==> src/rtl/apb_chk_sat_cnt.sv <==
// Saturating up-counter used for the checker's status counters.
//   pclk, preset_n : clock, asynchronous active-low reset
//   inc            : count one event this cycle (ignored once all-ones)
//   clr            : synchronous clear, wins over inc
//   cnt            : current count
module apb_chk_sat_cnt #(
  parameter int CNT_W = 16
) (
  input  logic             pclk,
  input  logic             preset_n,
  input  logic             inc,
  input  logic             clr,
  output logic [CNT_W-1:0] cnt
);

  always_ff @(posedge pclk or negedge preset_n) begin
    if (!preset_n) begin
      cnt <= '0;
    end else if (clr) begin
      cnt <= '0;
    end else if (inc && (cnt != '1)) begin
      cnt <= cnt + CNT_W'(1);
    end
  end

endmodule

==> config.mk <==
export PLATFORM = sky130hd
export DESIGN_NAME = apb_chk_sat_cnt
export DESIGN_NICKNAME = d
export VERILOG_FILES = /design/src/rtl/apb_chk_sat_cnt.sv
export SDC_FILE = /design/constraint.sdc
export NUM_CORES = 1
export LEC_CHECK = 0
export ABC_CLOCK_PERIOD_IN_PS = 4930
export BUFFER_PORTS_ARGS = -buffer_cell sky130_fd_sc_hd__buf_2
export CORE_MARGIN = 2
export CORE_UTILIZATION = 56
export DETAILED_ROUTE_END_ITERATION = 10
export PLACE_DENSITY = 0.91
export SLEW_MARGIN = 20
export SYNTH_ARGS = -nofsm -noshare
export SYNTH_HDL_FRONTEND = slang
export SYNTH_SLANG_ARGS = --single-unit
==> constraint.sdc <==
create_clock -name pclk -period 4.93 [get_ports pclk]
set_input_delay 0.493 -clock pclk [delete_from_list [all_inputs] [get_ports pclk]]
set_output_delay 0.493 -clock pclk [all_outputs]
set_load 0.03 [all_outputs]
; After elaboration in Yosys (flattened, before gate mapping)
; Cells that the tools add are included.
[word_totals]
wordCells = 7
out_inout_bits = 16
register_bits = 16
[op_classes]
muxes = 2
addsub = 1
eq_ne = 1
reduce_logical = 2
[op_table]
columns = op, n
row1 = 2-to-1 mux 16 bit, 2
row2 = adder 16 x 1 -> 16 bit (second input constant), 1
row3 = inequality test 16 bit (second input constant), 1
row4 = nonzero test 2 bit, 1
row5 = logical AND 1 bit, 1

; Depth between registers and ports, before layout
; Gate-level depths: netlist of the first run.
[depth]
ltp_word = 4
ltp_mapped = 6
depth_no_buf = 5

; Worst setup path before layout of the first run
; No wires, ideal clock.
[synth_path]
path_type = reg-to-reg
from = register cnt[0]
to = register cnt[15]
path_stages_with_launch = 6
slack_ns = 2.969
t_required_ns = 4.802
t_arrival_ns = 1.834
cell_sequence = dfrtp_1 ha_1 nand4_2 nor4_4 nor4_1 mux2_1
[synth_between]
elab_chain_cells = 3
word_cells_on_any_way = 6
classes_between = add/sub: 1 / eq/ne: 1 / mux: 2 / reduce/logical: 2
[synth_lines]
columns = item, line
row1 = start: declaration, 13  ; output logic [CNT_W-1:0] cnt
row2 = start signal: assignment, 22  ; cnt <= cnt + CNT_W'(1);
row3 = adder 16 x 1 -> 16 bit / inequality test 16 bit (equally long branches), "22, 21"
row4 = 2-to-1 mux 16 bit / logical AND 1 bit (equally long branches), 21  ; end else if (inc && (cnt != '1)) begin
row5 = 2-to-1 mux 16 bit / nonzero test 2 bit (equally long branches), -
; Parallel ways exist; a longest one is shown, timed or not. The select of a mux whose other input is x is not followed.
; A chain may end at the register's enable or synchronous reset.

; Final worst setup path of the first run
; Same ends and word-level chain as after synthesis.

==> metrics.md, run 1 <==
| Metric | Value |
|---|---|
| Layout cells sized above 1 | 27.0% |
| Worst Path Max Fanout | 19 |
| Worst Setup End Kind | register |
| Core outline area | 0.00154 mm² |
| Crit start category | register |
| Post-synth net total | 103 |
| CTS Buffer Depth | 2 |
| Placed Instance Area | 0.00103 mm² |
| Synth Instances | 98 |
| Final WL | 2.24 mm |
| Routed Antenna Nets | 0 |
| Distinct cells, synth | 28 |
| Period minus WS final | 2.24 ns |
| First-pass iteration count of the detailed router | 4 |
| Buffers & Inverters on Critical Path | 0 |
| Slowest stage delay, CP | 0.77 ns |
| VDD IR max | 0.000145 V |
| Post-DP HPWL | 1.55 mm |
| Remaining global-route overflow | 0 |
| Fin Clk Skew | 0.00765 ns |
| Main flop type after synthesis | dfrtp_1 |
| First-pass GRT wire length | 3.66 mm |
| Vias | 892 |
| LEAKAGE | 0.485 nW |
| Pin slew with the least headroom to its limit | 0.809 ns |
| Crit-path cells | ha_1 -> nand4_2 -> nor4_4 -> nor4_1 -> mux2_1 |
| WP data required | 5.09 ns |
| Final net count | 122 |
| Dpl ws | 2.74 ns |
| ANT cells | 0 |
| Worst hold slack | 0.102 ns |
| F_max | 446 MHz |
| Setup_tns | 0 ns |
| Yosys top cell area share | 42.5% |
| Biggest regs | cnt (16) |
| Number of synthesized flops with an enable pin | 0 |
| Critical path type | reg2reg |
| Area Growth Syn to Fin | 11.8% |
| Cts bufs inserted | 3 |
| Clock Sinks | 16 |
| IO buf count | 19 |
| Setup Fix Bufs, Post-CTS | 0 |
| Hold Fails Final Rpt | 0 |
| I/O Pins | 20 |
| Largest delay contributor family on the critical path | simple AND/OR/NAND/NOR gates |
| Ys async rst share | 100% |
| Htree depth | 1 |
| Synth Area per Inst | 9.61 µm² |
| Largest register FFs | 16 |
| PwrDens | 207 mW/mm² |
| Initial Utilization | 61.1% |
| Final period utilization | 45.5% |
| # rows | 14 |
| Mapped Area | 942 µm² |
| Die width | 45.0 µm |
| Clk root buf | clkbuf_4 |
| Clk slew on worst S/H paths | 0.09 ns |
| Avg Vias per Cell | 6.81 |
| TritonCTS clock tree | yes |
| Crit-path slowest cell | nor4_4 |
| Post-CTS sizing | 0 |
| Worst-Skew Late Latency | 0.28 ns |
| Final RePlAce weighted congestion | 0.845 |
| Status | finished, final reports clean |
| DRC violation total after the first TritonRoute iteration | 31 |
| Yosys warnings | 0 |
| Setup Viol. Count Final | 0 |
| Worst slew margin | 45.6% |
| Worst hold path class | in2async |
| DRC errors left | 0 |
| Vias in the first global route | 826 |
| Worst Path Arrival | 2.40 ns |
| Maxcap violations | 0 |
| Unrepaired setup endpoints after global routing | no |
| Cell taking the most area after synthesis | dfrtp_1 |
| DR WL/cell | 17.1 µm |
| Final Instance Area | 0.00105 mm² |
| Hold buffer count at cts | 0 |
| Biggest register | cnt |
| Die area | 0.00203 mm² |
| Final core utilization | 68.3% |
| Setup ws final | 2.69 ns |
| Post-synthesis register bit count | 16 |
| Area contributors post-synth | dfrtp_1 (42%), a21oi_1 (5.8%), o31ai_1 (5.6%), mux2_1 (4.8%), nand4_1 (4.0%) |
| GRT Util Overall | 24.9% |
| Die extent in y | 45.0 µm |
| Largest net degree at the start of global routing | 23 |
| Max-slew violation count | 0 |
| Seq/Total Area, Yosys | 42.5% |
| Initial antenna violation count | 0 |
[cell usage after synthesis, drive strengths merged (2+ instances only)]
cell type,number
o31ai,7
nor2b,4
nand2,6
nor2,4
nand3,3
nor4,5
mux2,4
clkbuf,4
inv,3
and3,2
o21ai,4
a21oi,11
or4,7
nand4,7
and4,2
dfrtp,16
or3,3
[path summary, 6_finish.rpt]
path / slack (ns) / to / from / cells after the start
worst min-delay path: 0.10 / cnt[10] / preset_n / 1
min in group pclk: 0.56 / cnt[1] / inc / 3
worst min register to register: 0.61 / cnt[14] / cnt[14] / 2
worst max-delay path: 2.69 / cnt[15] / cnt[0] / 5
worst max register to register: 2.69 / cnt[15] / cnt[0] / 5
max in group asynchronous: 4.57 / cnt[1] / preset_n / 1
[power breakdown]
group | internal (W) | leakage [nW] | switching (W)
Clock | 0.0000283 | 0.0138 | 0.0000390
Sequential | 0.000132 | 0.222 | 0.00000165
Combinational | 0.00000395 | 0.249 | 0.0000128
Total | 0.000165 | 0.485 | 0.0000534
[cell type report]
type / instances / area (µm²)
Tap cell: 16 / 20.0
Sequential cell: 16 / 400
Fill cell: 132 / 488
Timing Repair Buffer: 19 / 95.1
Multi-Input combinational cell: 74 / 504
Clock buffer: 3 / 22.5
Inverter: 3 / 11.3
[through the flow]
| stage | power, W | instances |
|---|---|---|
| final | 0.000218 | 131 |
| after global routing | 0.000225 | 131 |
| after CTS | 0.000219 | 131 |
| after detailed placement | 0.000153 | 128 |
| after global placement | 0.000152 | 128 |
| after floorplan | 0.000146 | 98 |
[cell families (layout without fill, tap and decap cells)]
family / after synthesis / count (layout) / share of synthesized area [%]
DFF: 16 / 16 / 42.5
AOI/OAI and AO/OA: 24 / 24 / 16.2
adders and majority gates: 1 / 1 / 1.33
buffers and inverters: 8 / 25 / 3.98
muxes: 4 / 4 / 4.78
and+or+nand+nor: 45 / 45 / 31.2
[layout by cell type (no fill, tap or decap)]
cell / n
nor3_1: 1
nor2_1: 4
nor4_4: 1
nand4_1: 6
o31ai_1: 7
nand3b_1: 1
or4_2: 2
or3_2: 1
clkbuf_4: 3
mux2_1: 4
nand3_1: 3
a211oi_2: 1
a21oi_1: 11
nand2_1: 6
or4_1: 5
o21ai_0: 1
nor4_1: 4
inv_1: 3
dfrtp_1: 16
nand4_2: 1
o21ai_1: 3
buf_2: 19
nor2b_1: 4
ha_1: 1
and3_1: 2
and4_2: 2
or3_1: 2
o211ai_2: 1
[per-layer routing]
layer | global-route usage [%] | routed length, µm | share of wire (%)
met1 | 32.1 | 952 | 43
met2 | 41.4 | 1140 | 51
met5 | 0 | 0 | 0
met3 | 4.40 | 142 | 6.3
met4 | 9.41 | 7 | 0.31
(Power assumes the default switching activity.)
==> run 2, diff against run 1 <==
--- a/config.mk
+++ b/config.mk
@@ -5,12 +5,12 @@
 export SDC_FILE = /design/constraint.sdc
 export NUM_CORES = 1
 export LEC_CHECK = 0
-export ABC_CLOCK_PERIOD_IN_PS = 4930
+export ABC_CLOCK_PERIOD_IN_PS = 2200
 export BUFFER_PORTS_ARGS = -buffer_cell sky130_fd_sc_hd__buf_2
 export CORE_MARGIN = 2
-export CORE_UTILIZATION = 56
+export CORE_UTILIZATION = 52
 export DETAILED_ROUTE_END_ITERATION = 10
-export PLACE_DENSITY = 0.91
+export PLACE_DENSITY = 0.86
 export SLEW_MARGIN = 20
 export SYNTH_ARGS = -nofsm -noshare
 export SYNTH_HDL_FRONTEND = slang
==> constraint.sdc (replaced) <==
create_clock -name pclk -period 2.2 [get_ports pclk]
set_input_delay 0.22 -clock pclk [delete_from_list [all_inputs] [get_ports pclk]]
set_output_delay 0.22 -clock pclk [all_outputs]
set_load 0.03 [all_outputs]
==> metrics.md, run 2 (synthesis gave the netlist of run 1 again) <==
| Metric | Value |
|---|---|
| CTS Buffer Depth | 2 (unchanged) |
| R2R cell count | 6 (+1) |
| Clk slew on worst S/H paths | 0.10 ns (about the same) |
| Setup_tns | 0 ns (unchanged) |
| Cts bufs inserted | 3 (unchanged) |
| Die area | 0.00217 mm² (+7.0%) |
| GRT Util Overall | 21.7% (-3.2 points) |
| Unrepaired setup endpoints after global routing | no |
| Worst Path Arrival | 2.13 ns (-0.27 ns) |
| Worst hold path class | in2reg |
| Remaining global-route overflow | 0 (unchanged) |
| Die width | 46.6 µm (+3.4%) |
| Area Growth Syn to Fin | 17.3% |
| LEAKAGE | 0.511 nW (+5.4%) |
| First-pass GRT wire length | 3.38 mm (-7.7%) |
| Initial Utilization | 55.2% (-6.0 points) |
| Most common cell after layout, fill and taps aside | buf_2 |
| Largest net degree at the start of global routing | 23 (unchanged) |
| Clk root buf | clkbuf_4 |
| Post-DP HPWL | 1.42 mm (-8.6%) |
| Avg Vias per Cell | 6.17 (-9.4%) |
| Crit-path cells | ha_1 -> nand4_2 -> nor4_4 -> buf_4 -> or4_2 -> a21oi_1 |
| Htree depth | 1 (unchanged) |
| VDD IR max | 0.000302 V (+110%) |
| Core outline area | 0.00171 mm² (+11%) |
| Buffers & Inverters on Critical Path | 1 (+1) |
| Slowest stage delay, CP | 0.61 ns (-0.16 ns) |
| DRC errors left | 0 (unchanged) |
| TritonCTS clock tree | yes |
| Most frequent cells in the layout | buf_2 (19), dfrtp_1 (16), a21oi_1 (11) |
| First-pass iteration count of the detailed router | 4 (unchanged) |
| Fin Clk Skew | 0.00738 ns (-0.000265 ns) |
| Pin slew with the least headroom to its limit | 0.566 ns (-0.243 ns) |
| Initial antenna violation count | 0 (unchanged) |
| Layout cells sized above 1 | 29.2% (+2.2 points) |
| # rows | 15 (+1) |
| Routed Antenna Nets | 0 (unchanged) |
| Worst Path Max Fanout | 11 (-8) |
| F_max | 523 MHz (+17%) |
| DR WL/cell | 14.5 µm (-15%) |
| WP depth | 6 (+1) |
| Maxcap violations | 0 (unchanged) |
| PwrDens | 454 mW/mm² (+120%) |
| Final period utilization | 86.9% (+41 points) |
| I/O Pins | 20 (unchanged) |
| Period minus WS final | 1.91 ns (-0.329 ns) |
| Max-slew violation count | 0 (unchanged) |
| ANT cells | 0 (unchanged) |
| Critical path type | reg2reg |
| Vias in the first global route | 750 (-9.2%) |
| Worst slew margin | 62.2% (+17 points) |
| Worst-Skew Late Latency | 0.30 ns (+0.02 ns) |
| Biggest register | cnt |
| Final core utilization | 64.7% (-3.7 points) |
| Setup Viol. Count Final | 0 (unchanged) |
| DRC violation total after the first TritonRoute iteration | 30 (-3.2%) |
| Final WL | 2.11 mm (-5.9%) |
| Hold depth | 3 |
| Final RePlAce weighted congestion | 0.798 (-5.5%) |
| Crit-path slowest cell | or4_2 |
| Status | finished, final reports clean |
| Vias | 895 (+0.34%) |
| IO buf count | 19 (unchanged) |
| Post-CTS sizing | 0 (unchanged) |
| Final net count | 127 (+4.1%) |
| WP data required | 2.42 ns (-2.67 ns) |
| Hold Fails Final Rpt | 0 (unchanged) |
| Die extent in y | 46.6 µm (+3.4%) |
| Worst Setup End Kind | register |
| Clock Sinks | 16 (unchanged) |
| Crit start category | register |
| Biggest regs | cnt (16) |
| Largest register FFs | 16 (unchanged) |
| Largest delay contributor family on the critical path | simple AND/OR/NAND/NOR gates |
## run 2: changes by cell type in the layout (fill, tap and decap cells not counted), sizes merged
cell / delta
buf: +4
dlygate4sd3: +1
## run 2: repair_timing
action,4_1_cts,5_1_grt
hold endpoints to repair,16,0
setup endpoints to repair,0,4
setup buffers,0,3
hold buffers,1,0
## run 2: power by group
part	internal [W]	switching [W]	total, W
Sequential	0.000297	0.00000388	0.000300
Clock	0.0000639	0.0000995	0.000163
Combinational	0.00000974	0.0000281	0.0000378
Total	0.000370	0.000131	0.000502
## run 2: path summary, 6_finish.rpt
path / start / to / slack, ns
setup reg to reg: cnt[0] / cnt[3] / 0.29
hold / removal: inc / cnt[1] / 0.21
hold reg to reg: cnt[14] / cnt[14] / 0.60
setup / recovery: cnt[0] / cnt[3] / 0.29
min in group asynchronous: preset_n / cnt[15] / 0.36
max in group asynchronous: preset_n / cnt[9] / 1.57
## run 2: worst register-to-register path, stage by stage, from the launching register on
cell,delay (ns)
dfrtp_1,0.44
ha_1,0.27
nand4_2,0.13
nor4_4,0.05
buf_4,0.17
or4_2,0.61
a21oi_1,0.17
## run 2: through the flow
stage	hold WS [ns]	power (W)	cell area, µm²	std cells	worst slack (ns)
global placement	0.149	0.000341	1050	138	0.291
finish	0.207	0.000502	1100	145	0.288
CTS	0.214	0.000501	1080	142	0.148
global route	0.209	0.000520	1100	145	0.187
detailed placement	0.157	0.000343	1050	138	0.159
floorplan	-0.0756	0.000327	942	98	0.239
## run 2: routing by layer
metal | share of wire, % | track usage (%)
met5 | 0 | 0
met4 | 1.4 | 7.43
met3 | 5.7 | 3.53
met1 | 47 | 28.2
met2 | 46 | 36.1
## run 2: area by class of cell
type	instances	area (µm²)
inverter	3	11.3
clock buffer	3	22.5
sequential	16	400
multi-input combinational	74	504
timing repair buffer	24	135
tap	25	31.3
fill	136	603
==> run 3, diff against run 2 <==
--- a/config.mk
+++ b/config.mk
@@ -5,12 +5,12 @@
 export SDC_FILE = /design/constraint.sdc
 export NUM_CORES = 1
 export LEC_CHECK = 0
-export ABC_CLOCK_PERIOD_IN_PS = 2200
+export ABC_CLOCK_PERIOD_IN_PS = 1630
 export BUFFER_PORTS_ARGS = -buffer_cell sky130_fd_sc_hd__buf_2
 export CORE_MARGIN = 2
-export CORE_UTILIZATION = 52
+export CORE_UTILIZATION = 47
 export DETAILED_ROUTE_END_ITERATION = 10
-export PLACE_DENSITY = 0.86
+export PLACE_DENSITY = 0.82
 export SLEW_MARGIN = 20
 export SYNTH_ARGS = -nofsm -noshare
 export SYNTH_HDL_FRONTEND = slang
==> constraint.sdc (replaced) <==
create_clock -name pclk -period 1.63 [get_ports pclk]
set_input_delay 0.163 -clock pclk [delete_from_list [all_inputs] [get_ports pclk]]
set_output_delay 0.163 -clock pclk [all_outputs]
set_load 0.03 [all_outputs]
==> metrics.md, run 3 (synthesis gave the netlist of run 1 again) <==
| Metric | Value |
|---|---|
| TritonCTS clock tree | yes |
| Htree depth | 1 (unchanged) |
| Post-DP HPWL | 1.83 mm (+30%) |
| Core outline area | 0.00192 mm² (+13%) |
| Pin slew with the least headroom to its limit | 0.528 ns (-0.0384 ns) |
| Final RePlAce weighted congestion | 0.842 (+5.6%) |
| Biggest register | cnt |
| Max-slew violation count | 0 (unchanged) |
| First-pass iteration count of the detailed router | 4 (unchanged) |
| VDD IR max | 0.000534 V (+77%) |
| IO buf count | 19 (unchanged) |
| Worst Path Max Fanout | 7 (-4) |
| Status | complete, but fails checks |
| Maxcap violations | 0 (unchanged) |
| GRT Util Overall | 29.3% (+7.6 points) |
| Largest register FFs | 16 (unchanged) |
| I/O Pins | 20 (unchanged) |
| Setup ws final | -0.129 ns (-0.417 ns) |
| Most common cell after layout, fill and taps aside | buf_4 |
| Worst Setup End Kind | register |
| Die width | 48.8 µm (+4.7%) |
| DRC errors left | 0 (unchanged) |
| Setup Viol. Count Final | 14 (+14) |
| Initial antenna violation count | 0 (unchanged) |
| Worst hold path class | in2reg |
| PwrDens | 501 mW/mm² (+10%) |
| Critical path type | reg2reg |
| DR WL/cell | 18.5 µm (+27%) |
| WP data required | 1.82 ns (-0.60 ns) |
| Largest delay contributor family on the critical path | simple AND/OR/NAND/NOR gates |
| Vias in the first global route | 1041 (+39%) |
| DRC violation total after the first TritonRoute iteration | 40 (+33%) |
| Power Total | 0.000757 W (+51%) |
| Vias | 1104 (+23%) |
| Buffers & Inverters on Critical Path | 2 (+1) |
| Clk root buf | clkbuf_4 |
| Failing checks | setup timing |
| Worst Path Arrival | 1.95 ns (-0.18 ns) |
| Die area | 0.00238 mm² (+9.7%) |
| Setup_tns | -1.23 ns (-1.23 ns) |
| Remaining global-route overflow | 0 (unchanged) |
| Unrepaired setup endpoints after global routing | yes |
| Crit start category | register |
| # rows | 16 (+1) |
| LEAKAGE | 0.659 nW (+29%) |
| Largest net degree at the start of global routing | 21 (-8.7%) |
| ANT cells | 0 (unchanged) |
| Clk slew on worst S/H paths | 0.10 ns (about the same) |
| Period minus WS final | 1.76 ns (-0.153 ns) |
| Worst-Skew Late Latency | 0.29 ns (about the same) |
| First-pass GRT wire length | 5.26 mm (+56%) |
| Layout cells sized above 1 | 61.8% (+33 points) |
| Die extent in y | 48.8 µm (+4.7%) |
| Worst slew margin | 64.8% (+2.6 points) |
| Area Growth Syn to Fin | 60.4% |
| Biggest regs | cnt (16) |
| Slowest stage delay, CP | 0.44 ns (-0.17 ns) |
| Final net count | 158 (+24%) |
| Hold Fails Final Rpt | 0 (unchanged) |
| CTS Buffer Depth | 2 (unchanged) |
| Routed Antenna Nets | 0 (unchanged) |
| F_max | 568 MHz (+8.7%) |
| Cts bufs inserted | 3 (unchanged) |
| Crit path top cell by count | nor4_4 |
| Clock Sinks | 16 (unchanged) |
| Crit-path slowest cell | dfrtp_2 |
| Avg Vias per Cell | 6.17 (about the same) |
| Final WL | 3.31 mm (+57%) |
| Initial Utilization | 49.0% (-6.1 points) |
| Crit-path cells | buf_12 -> nand4_4 -> nor4_4 -> buf_6 -> nor4_4 -> mux2_4 |
| Final period utilization | 108% (+21 points) |
| Most frequent cells in the layout | buf_4 (30), buf_2 (19), dfrtp_2 (14) |
| Fin Clk Skew | 0.00296 ns (-0.00442 ns) |
run 3: cell count changes in the layout (fill, tap and decap cells not counted), moves of 2 or more:
cell     previous run  this run
dfrtp_2             0        14
nor4_2              0         2
buf_4               4        30
buf_6               0         3
nor4_4              1         3
nor4_1              4         0
buf_12              0         2
mux2_1              4         1
dfrtp_1            16         2
mux2_4              0         2
run 3: layout make-up:
class                           count  area (µm²)
Sequential cell                    16         418
Clock buffer                        4        36.3
Tap cell                           27        33.8
Timing Repair Buffer               55         404
Inverter                            3        11.3
Multi-Input combinational cell     74         608
Fill cell                         125         410
run 3: what timing repair did:
item,4_1_cts,5_1_grt
endpoints found under the hold margin,16,0
setup buffers,10,1
hold buffers,1,0
pin swaps,13,5
gates resized for setup,13,3
endpoints found under the setup margin,10,16
run 3: worst reg2reg max path: cells and delay by family, from the launching register on:
family | cells | cell delay [ns]
simple gates | 3 | 0.57
flops | 1 | 0.44
mux | 1 | 0.32
buf+inv | 2 | 0.33
run 3: path summary, 6_finish.rpt:
path	slack (ns)	startpoint	to	cells past startpoint
setup / recovery	-0.13	cnt[3]	cnt[11]	6
hold / removal	0.18	inc	cnt[1]	3
setup reg to reg	-0.13	cnt[3]	cnt[11]	6
hold reg to reg	0.64	cnt[5]	cnt[5]	2
max in group asynchronous	1.03	preset_n	cnt[10]	2
min in group asynchronous	0.31	preset_n	cnt[11]	2
run 3: per-stage QoR:
step	setup slack, ns	area [µm²]	hold slack (ns)	util [%]	instances
3_3_place_gp	-0.0254	1300	0.0983	67.8	163
5_1_grt	-0.184	1510	0.169	78.6	179
3_5_place_dp	-0.143	1300	0.0947	67.8	163
4_1_cts	-0.106	1490	0.163	77.6	178
2_1_floorplan	-0.0738	996	-0.133	-	98
6_report	-0.129	1510	0.179	78.6	179
run 3: power breakdown:
| part | internal (W) | switching (W) |
|---|---|---|
| clock | 0.000136 | 0.000137 |
| combinational | 0.0000294 | 0.0000496 |
| sequential | 0.000401 | 0.00000412 |
run 3: layer usage:
layer | track usage, % | vias to the layer above | wire, µm
li1 | - | 487 | -
met1 | 36.5 | 553 | 1330
met5 | 0 | - | 0
met3 | 4.60 | 11 | 186
met2 | 51.1 | 53 | 1720
met4 | 11.0 | 0 | 74
